**config.mk**
```make
export PLATFORM = sky130hd
export DESIGN_NAME = lsu_rq_arbiter
export DESIGN_NICKNAME = d
export VERILOG_FILES = /design/src/rtl/lsu_pkg.sv /design/src/rtl/rr_pick4.sv /design/src/rtl/lsu_rq_arbiter.sv
export SDC_FILE = /design/constraint.sdc
export NUM_CORES = 1
export LEC_CHECK = 0
export BUFFER_PORTS_ARGS = -buffer_cell sky130_fd_sc_hd__buf_2
export CAP_MARGIN = 20
export CORE_MARGIN = 8
export CORE_UTILIZATION = 40
export DETAILED_ROUTE_END_ITERATION = 8
export PLACE_DENSITY = 0.61
export SETUP_SLACK_MARGIN = 0.5
export SLEW_MARGIN = 0
export SYNTH_ARGS = -nofsm -noshare
export SYNTH_HDL_FRONTEND = slang
export SYNTH_SLANG_ARGS = --single-unit
export TNS_END_PERCENT = 100
```
**constraint.sdc**
```tcl
create_clock -name clk -period 5.8 [get_ports clk]
set_input_delay 0.87 -clock clk [delete_from_list [all_inputs] [get_ports clk]]
set_output_delay 0.87 -clock clk [all_outputs]
set_load 0.02 [all_outputs]
```
**src/rtl/lsu_pkg.sv**
```systemverilog
// Shared encodings for the LSU request arbiter: slot states, width/command
// encodings and tag sizing.
package lsu_pkg;

   localparam int NUM_SLOTS = 4;
   localparam int TAG_W     = 2;
   localparam int ADDR_W    = 16;
   localparam int DATA_W    = 16;

   typedef enum logic [1:0] {
      SLOT_FREE   = 2'd0,
      SLOT_PEND   = 2'd1,
      SLOT_ISSUED = 2'd2
   } slot_state_t;

   localparam logic WIDTH_16 = 1'b0;
   localparam logic WIDTH_8  = 1'b1;

   localparam logic CMD_RD = 1'b0;
   localparam logic CMD_WR = 1'b1;

endpackage

```
**src/rtl/rr_pick4.sv**
```systemverilog
// Four-way grant picker: round-robin from a pointer, or fixed priority with
// slot 0 highest when RR_EN is 0. Purely combinational.
module rr_pick4
   import lsu_pkg::*;
#(
   parameter int RR_EN = 1
) (
   input  logic [3:0]       pend,
   input  logic [TAG_W-1:0] ptr,
   output logic [3:0]       gnt,
   output logic [TAG_W-1:0] idx,
   output logic             any
);

   logic [TAG_W-1:0] base;
   logic [TAG_W-1:0] cand;
   logic             found;

   // scan pending slots starting at the base, wrapping 3->0 through the 2-bit add
   always_comb begin
      gnt   = '0;
      idx   = '0;
      any   = |pend;
      found = 1'b0;
      cand  = '0;
      base  = (RR_EN != 0) ? ptr : '0;
      for (int k = 0; k < 4; k++) begin
         cand = base + TAG_W'(k);
         if (!found && pend[cand]) begin
            found     = 1'b1;
            gnt[cand] = 1'b1;
            idx       = cand;
         end
      end
   end

endmodule

```
**src/rtl/lsu_rq_arbiter.sv**
```systemverilog
// Four-slot request buffer in front of the LSU. Stations post requests into
// their own slot; one pending slot is granted per cycle and issued unless the
// LSU holds. Reads wait in ISSUED for a completion notice, writes free at issue.
module lsu_rq_arbiter
   import lsu_pkg::*;
#(
   parameter int RR_EN = 1
) (
   input  logic                        clk,
   input  logic                        a_rst,
   input  logic [NUM_SLOTS-1:0]        st_valid,
   input  logic [NUM_SLOTS*ADDR_W-1:0] st_addr,
   input  logic [NUM_SLOTS*DATA_W-1:0] st_data,
   input  logic [NUM_SLOTS-1:0]        st_width,
   input  logic [NUM_SLOTS-1:0]        st_cmd,
   output logic [NUM_SLOTS-1:0]        st_ready,
   input  logic                        flush,
   output logic [ADDR_W-1:0]           rq_addr,
   output logic [DATA_W-1:0]           rq_data,
   output logic                        rq_width,
   output logic                        rq_cmd,
   output logic [TAG_W-1:0]            rq_tag,
   output logic                        rq_start,
   input  logic                        rq_hold,
   input  logic                        rs_wb,
   input  logic [TAG_W-1:0]            rs_tag
);

   slot_state_t          state [NUM_SLOTS];
   logic [TAG_W-1:0]     ptr;
   logic [ADDR_W-1:0]    addr_q [NUM_SLOTS];
   logic [DATA_W-1:0]    data_q [NUM_SLOTS];
   logic [NUM_SLOTS-1:0] width_q;
   logic [NUM_SLOTS-1:0] cmd_q;
   logic [NUM_SLOTS-1:0] pend;
   logic [NUM_SLOTS-1:0] cap;
   logic [NUM_SLOTS-1:0] gnt;
   logic [TAG_W-1:0]     gnt_idx;
   logic                 any_pend;
   logic                 issue;

   // decode registered slot state; flush blocks any capture that cycle
   always_comb begin
      pend     = '0;
      st_ready = '0;
      cap      = '0;
      for (int i = 0; i < NUM_SLOTS; i++) begin
         pend[i]     = (state[i] == SLOT_PEND);
         st_ready[i] = (state[i] == SLOT_FREE);
         cap[i]      = st_valid[i] & st_ready[i] & ~flush;
      end
   end

   rr_pick4 #(.RR_EN(RR_EN)) u_pick (
      .pend (pend),
      .ptr  (ptr),
      .gnt  (gnt),
      .idx  (gnt_idx),
      .any  (any_pend)
   );

   assign issue = any_pend & ~rq_hold;

   // per-slot state machines plus the round-robin pointer
   always_ff @(posedge clk or negedge a_rst) begin
      if (!a_rst) begin
         for (int i = 0; i < NUM_SLOTS; i++) state[i] <= SLOT_FREE;
         ptr <= '0;
      end else begin
         if (issue) ptr <= gnt_idx + TAG_W'(1);
         for (int i = 0; i < NUM_SLOTS; i++) begin
            case (state[i])
               SLOT_FREE:
                  if (cap[i]) state[i] <= SLOT_PEND;
               SLOT_PEND:
                  // an issuing slot ignores a concurrent flush
                  if (issue && gnt[i])
                     state[i] <= (cmd_q[i] == CMD_WR) ? SLOT_FREE : SLOT_ISSUED;
                  else if (flush)
                     state[i] <= SLOT_FREE;
               SLOT_ISSUED:
                  if (rs_wb && rs_tag == TAG_W'(i)) state[i] <= SLOT_FREE;
               default:
                  state[i] <= SLOT_FREE;
            endcase
         end
      end
   end

   // payload registers load on capture only; contents are don't-care while FREE
   always_ff @(posedge clk) begin
      for (int i = 0; i < NUM_SLOTS; i++) begin
         if (cap[i]) begin
            addr_q[i]  <= st_addr[ADDR_W*i +: ADDR_W];
            data_q[i]  <= st_data[DATA_W*i +: DATA_W];
            width_q[i] <= st_width[i];
            cmd_q[i]   <= st_cmd[i];
         end
      end
   end

   // request to the LSU from the granted slot, zero when nothing is pending
   always_comb begin
      rq_start = any_pend;
      rq_addr  = '0;
      rq_data  = '0;
      rq_width = 1'b0;
      rq_cmd   = 1'b0;
      rq_tag   = '0;
      if (any_pend) begin
         rq_addr  = addr_q[gnt_idx];
         rq_data  = data_q[gnt_idx];
         rq_width = width_q[gnt_idx];
         rq_cmd   = cmd_q[gnt_idx];
         rq_tag   = gnt_idx;
      end
   end

endmodule
```
* After elaboration in Yosys (flattened, before gate mapping)
Memories as Yosys holds them, arrays and structs flattened.
Cells that the tools add are included.
** Storage, ports and cells
- ROM bits :: 0
- Memories kept :: 2
- Flip-flop bits (word level) :: 18
- Output and inout bits :: 41
- Bits of input ports :: 147
- Bits in writable memories :: 128
- Logic and storage cells :: 158
- Latch bits :: 0
** Memories
- addr_q :: words 4, width 16, rd ports 1, clocked after memory_dff 0, write ports 4, RTL line lsu_rq_arbiter.sv:31 : logic [ADDR_W-1:0] addr_q [NUM_SLOTS];
- data_q :: words 4, width 16, rd ports 1, clocked after memory_dff 0, write ports 4, RTL line lsu_rq_arbiter.sv:32 : logic [DATA_W-1:0] data_q [NUM_SLOTS];
** Operators by class
- Shift-type cells :: 0
- Multiply operators :: 0
- Add/subtract/negate cells :: 4
- Bitwise operators :: 14
- Div/mod/pow operators :: 0
- Muxes and demuxes :: 65
- Magnitude comparators :: 9
- Reduce and logical (&&, ||, !) cells :: 28
- Eq/ne operators :: 23
** Operators by type and width (number)
- two-way mux 2 bit :: 22
- two-way mux 16 bit :: 2
- one-hot mux 2 bit (3 select lines) :: 4
- two-way mux 1 bit :: 23
- two-way mux 4 bit :: 4
- logical AND 1 bit :: 15
- less-than comparator 2 x 3 -> 1 bit (second input constant) :: 5
- binary-select mux 1 bit (select 2 bit) :: 6
- == test 2 bit (second input constant) :: 6
- inequality test 3 bit (second input constant) :: 4
- bitwise OR 4 bit :: 3
- AND reduction 3 bit :: 4
- == test 2 x 1 -> 1 bit (second input constant) :: 5
- logical NOT 2 bit :: 5
- bitwise AND 1 bit :: 9
- demux 1 bit (select 2 bit) :: 4
- greater-or-equal comparator 2 x 1 -> 1 bit (second input constant) :: 4
- inequality test 2 x 1 -> 1 bit (second input constant) :: 4
- inequality test 2 bit (second input constant) :: 4
- adder 2 x 1 -> 2 bit (second input constant) :: 2
- adder 2 bit (second input constant) :: 2
- OR reduction 4 bit :: 1
- logical NOT 1 bit :: 3
- NOT 1 bit :: 2

* Logic depth before layout (Yosys ltp)
- Word-level depth :: 16
- Depth in mapped cells :: 11
- Depth with buffers taken out :: 9

* By module
Synthesis repeated with hierarchy kept, for this count alone.
** Second synthesis, totals
- Cell total of the unflattened synthesis :: 366
- Area, all modules :: 6134.6 sq um
** Modules (own cells, without submodules)
- lsu_rq_arbiter :: times used 1, area an instance 5688.0 sq um, cells an instance 315, seq. area each 4334.2 sq um
- rr_pick4 :: times used 1, area an instance 446.7 sq um, cells an instance 51, seq. area each 0.0 sq um

* Worst setup path after synthesis
OpenSTA, ideal clock, no wires.
- Path type :: input-to-reg
- Start point :: input port flush
- End point :: memory addr_q[0][0] (enable)
- Path buffers :: 0
- Library setup time :: 527 ps
- Slack :: 721 ps
- Arrival :: 4552 ps
- Stages on the path :: 1
- Required time :: 5273 ps
- Cell sequence :: nor4b_1
** RTL lines
- start, declared :: RTL line lsu_rq_arbiter.sv:17 : input logic flush,
- end, declared :: RTL line lsu_rq_arbiter.sv:31

* Final worst setup path
- Start point :: register ptr[0]
- End point :: output port rq_data[4]
** Between the ends
- Cells in the longest elaborated chain, start to end :: 14
- Elaborated cells on any way between the ends :: 26
- Those cells by class :: add/sub (3); mux (16); reduce/logical (6); memory (1)
** Ends and longest elaborated chain
- start, declared :: RTL line lsu_rq_arbiter.sv:30 : logic [TAG_W-1:0] ptr;
- start signal, assigned :: RTL line lsu_rq_arbiter.sv:70 : if (issue) ptr <= gnt_idx + TAG_W'(1);
- branches (longest 11 deep; another with adder 2 x 1 -> 2 bit)
- two-way mux 2 bit * :: RTL line rr_pick4.sv:29 : if (!found && pend[cand]) begin
- memory read (4 x 16 bit) *
- two-way mux 16 bit * :: RTL line lsu_rq_arbiter.sv:110 : if (any_pend) begin
- end, declared :: RTL line lsu_rq_arbiter.sv:19 : output logic [DATA_W-1:0] rq_data,
Mark *: on every way between the ends. The select of a mux whose other input is x is not followed.

==> flow_results.org <==
** Clock tree
- Cts hold-fix bufs :: 0
- Post-CTS timing repair inserted 0 buffers for setup.
- Clock net sink count :: 146
- Counting the buffers created by CTS gives 17.
- In this run, post-CTS repair resized a total of 0 instances.
- Clock latency on the worst-skew pair, taken at its later pin, is 0.41 ns.
- Longest Clk Path Bufs :: 2
- TritonCTS clock tree :: built
- Max H-tree Level :: 4
- Post-CTS clock slew at the launch and capture registers of the worst setup and hold paths :: 0.06 ns
- Root cell of the clock tree :: sky130_fd_sc_hd__clkbuf_16

** Global routing
- Via count of the first global-routing pass :: 4888
- Initial antenna violation count :: 1
- Pin count of the biggest net entering global routing :: 68
- Global routing used 17.1% of the available tracks.
- Global routing finished with a remaining overflow of 0.
- First-pass GRT wire length :: 26000 um

** Yosys
- Cell accounting for the most synthesized area :: sky130_fd_sc_hd__edfxtp_1
- Number of synthesized register bits :: 146
- Post-synthesis instance area :: 6310 um2
- Yosys printed 0 warnings.
- Sorting the synthesized cells by area gives the leading types as sky130_fd_sc_hd__edfxtp_1 65%, sky130_fd_sc_hd__a211oi_2 6.5%, sky130_fd_sc_hd__dfrtp_1 4.0%.
- Net Count, Synth :: 598
- Share of the synthesized area in the top cell type :: 64.7%
- sky130_fd_sc_hd__edfxtp_1 is the most common cell in the netlist.
- Most used DFF post-synth :: sky130_fd_sc_hd__edfxtp_1
- Share of synthesized area occupied by flip-flops and latches :: 68.7%
- Ranked by instance count, the synthesized netlist is headed by 136 x sky130_fd_sc_hd__edfxtp_1, 42 x sky130_fd_sc_hd__nand2_1, 38 x sky130_fd_sc_hd__a31oi_1, 38 x sky130_fd_sc_hd__nand3_1, 36 x sky130_fd_sc_hd__and3_1.
- The synthesized design contains 136 enable-type register cells.
- Async S/R FF share, synth :: 6.85%
- Cells after Synth :: 443
- Averaged over all synthesized cells, the footprint is 14.2 um2.
- After synthesis, the netlist uses 34 different library cells.

** Power and ir drop
- In this run, the clock network consumes 18.5% of the power.
- Internal power :: 2.79 mW
- Switching power as a share of total power :: 46.2%
- The worst-case IR drop observed on VDD is 375 uV.
- Summed over all cells, the static leakage comes to 3.13 nW.
- The analysis attributes to net switching a power of 2.40 mW.
- In this run the power density over the cells is 650 nW/um2.
- Comb pwr share :: 55.2%
- Per report_power, the sequential group accounts for 26.3% of the total.

** Worst setup path
- The critical path is of the flop to output pin type.
- Crit path required time :: 4.93 ns
- Data arrival time of the critical path :: 3.91 ns
- In this run the worst path has a maximum fanout of 34.
- STA classifies the critical path endpoint as an output pin.
- Critical Path Start Type :: flop

** Min path
- Worst hold path type :: input pin to asynchronous set/reset pin

** Cells and area
- Layout Area Growth over Synthesis :: 26.6%
- Design area :: 7990 um2
- End-of-flow core utilization :: 51.1%
- Area of all sequential standard cells :: 4330 um2
- Fill cells in the final layout number 1409.
- Summing all multi-input logic gate instances after layout gives 1820 um2.
- Fraction of layout cells with a size suffix above 1 :: 42.2%
- NumNets Final :: 784
- Non-Filler Instances :: 859

** Route
- Total via count in the routed design :: 4484
- Post-route ant nets :: 0
- Before antenna repair, the detailed router went through 6 iterations.
- In the routed design, unresolved DRC markers number 0.
- Using the TritonRoute via totals, the vias-per-cell ratio works out to 5.22.
- In the final routed layout, each cell accounts on average for 19.5 um.
- After detailed routing, the total wire length is 16800 um.
- For this block, the initial DRC count from the detailed router was 351.

** STA
- Final Hold Violating Endpoints :: 0
- Setup Skew :: 0.00659 ns
- Setup repair after global routing left no endpoint under its margin.
- Setup total negative slack on the finished layout was measured at 0 ns.
- Actual transition at the worst max-transition pin :: 0.935 ns
- For the finished layout, the period the worst path requires is 4.78 ns.
- The max-slew violation total from the final report was 0.
- Setup violations remaining at the end of the flow were counted as 0.
- Based on the critical path, the design can be clocked at up to 0.209 GHz.
- Relative slew margins :: 37.6%
- Post-route fraction of the period consumed by the critical path :: 82.3%
- Final hold slack :: 0.312 ns

** Floorplanning
- Top-level I/O count :: 188
- Measured along the x axis, the die boundary spans 142 um.
- Floorplan core area :: 15700 um2
- The floorplan has 46 rows.
- From bottom edge to top edge, the die measures 142 um.
- The initial utilization of the core area, before any placement, comes to 40.3%.
- The die covers 20100 um2.

** Place
- Input and output buffers added on the ports amount to 187.
- Summing all placed instances gives a cell area of 7470 um2.
- Routability-driven placement congestion ratio :: 0.894
- The number of placed instances, taps included, is 826.
- Summed over all nets, the half-perimeter wirelength after detailed placement is 11700 um.

** Outcome
- Status :: finished clean

** Run
- Max-cap violations :: 0
## layer usage
| layer | global-route usage [%] | part of all wire, % | wire length [um] |
|---|---|---|---|
| met5 | 0 | 0 | 0 |
| met4 | 7.18 | 1.9 | 318 |
| met3 | 5.91 | 6.2 | 1040 |
| met2 | 28.9 | 51 | 8610 |
| met1 | 19.3 | 41 | 6830 |
## layout by cell type, fill, tap and decap left out, types with 11 or more instances in the layout
| cell type | synthesis | routed |
|---|---|---|
| sky130_fd_sc_hd__edfxtp_1 | 136 | 136 |
| sky130_fd_sc_hd__clkbuf_16 | 0 | 17 |
| sky130_fd_sc_hd__nor2_1 | 11 | 11 |
| sky130_fd_sc_hd__nand2_1 | 42 | 42 |
| sky130_fd_sc_hd__a211oi_2 | 33 | 33 |
| sky130_fd_sc_hd__buf_4 | 2 | 13 |
| sky130_fd_sc_hd__a31oi_1 | 38 | 38 |
| sky130_fd_sc_hd__buf_2 | 5 | 187 |
| sky130_fd_sc_hd__nand3_1 | 38 | 37 |
| sky130_fd_sc_hd__and3_1 | 36 | 36 |
## path summary, 6_finish.rpt
| kind | start | end | slack (ns) | cells past startpoint |
|---|---|---|---|---|
| setup / recovery | ptr[0] | rq_data[4] | 1.02 | 10 |
| hold / removal | a_rst | state[1] | 0.31 | 1 |
| setup reg to reg | ptr[0] | ptr[1] | 2.73 | 9 |
| hold reg to reg | state[7] | state[7] | 0.60 | 1 |
| max in group asynchronous | a_rst | ptr[0] | 5.29 | 1 |
| min in group clk | state[7] | state[7] | 0.60 | 1 |
## metrics by stage
stage,power [mW],setup WS (ns)
finish,5.20,1.02
CTS,5.26,1.04
detailed placement,4.29,1.49
global placement,4.27,1.61
floorplan,3.49,0.721
global route,5.54,0.662
## power groups by stage
stage | logic, mW | registers (mW) | clock network [mW]
after floorplan | 2.12 | 1.37 | 0
after global placement | 2.88 | 1.38 | 0
after detailed placement | 2.90 | 1.39 | 0
after CTS | 2.91 | 1.37 | 0.986
after global routing | 3.12 | 1.38 | 1.03
final | 2.87 | 1.37 | 0.961
## kinds of logic (layout without fill, tap and decap cells)
logic type,Yosys count,after routing,share of synthesized area [%]
AO/OA/AOI/OAI,96,96,13.4
buffers and inverters,38,237,3.19
AND/OR/NAND/NOR,149,149,12.0
other,0,1,0
adder cells (fa/ha/maj),8,8,1.59
XOR/XNOR,1,1,0.139
flip-flops,146,146,68.7
multiplexers,5,5,1.03
## sequential cells by signal, summed over array words and instances, names as in the netlist
signal,flops
ptr,2
width_q,4
cmd_q,4
addr_q,64
data_q,64
state,8
## critical path, cell delays in order, from the launching register on
cell and delay, ns:
sky130_fd_sc_hd__dfrtp_1 0.63, sky130_fd_sc_hd__inv_1 0.24, sky130_fd_sc_hd__ha_1 0.45, sky130_fd_sc_hd__and3_1 0.23
sky130_fd_sc_hd__nand4_1 0.11, sky130_fd_sc_hd__nand3_1 0.20, sky130_fd_sc_hd__o32a_2 0.73, sky130_fd_sc_hd__buf_4 0.40
sky130_fd_sc_hd__a211oi_2 0.05, sky130_fd_sc_hd__a31oi_1 0.22, sky130_fd_sc_hd__buf_2 0.22
## layout make-up
type | count | area share [%]
timing repair buffer | 200 | 12.9
sequential | 146 | 54.2
tap | 216 | 3.38
clock inverter | 14 | 1.13
multi-input combinational | 259 | 22.7
clock buffer | 18 | 5.37
antenna | 1 | 0.0313
inverter | 5 | 0.235
(Power assumes the default switching activity.)
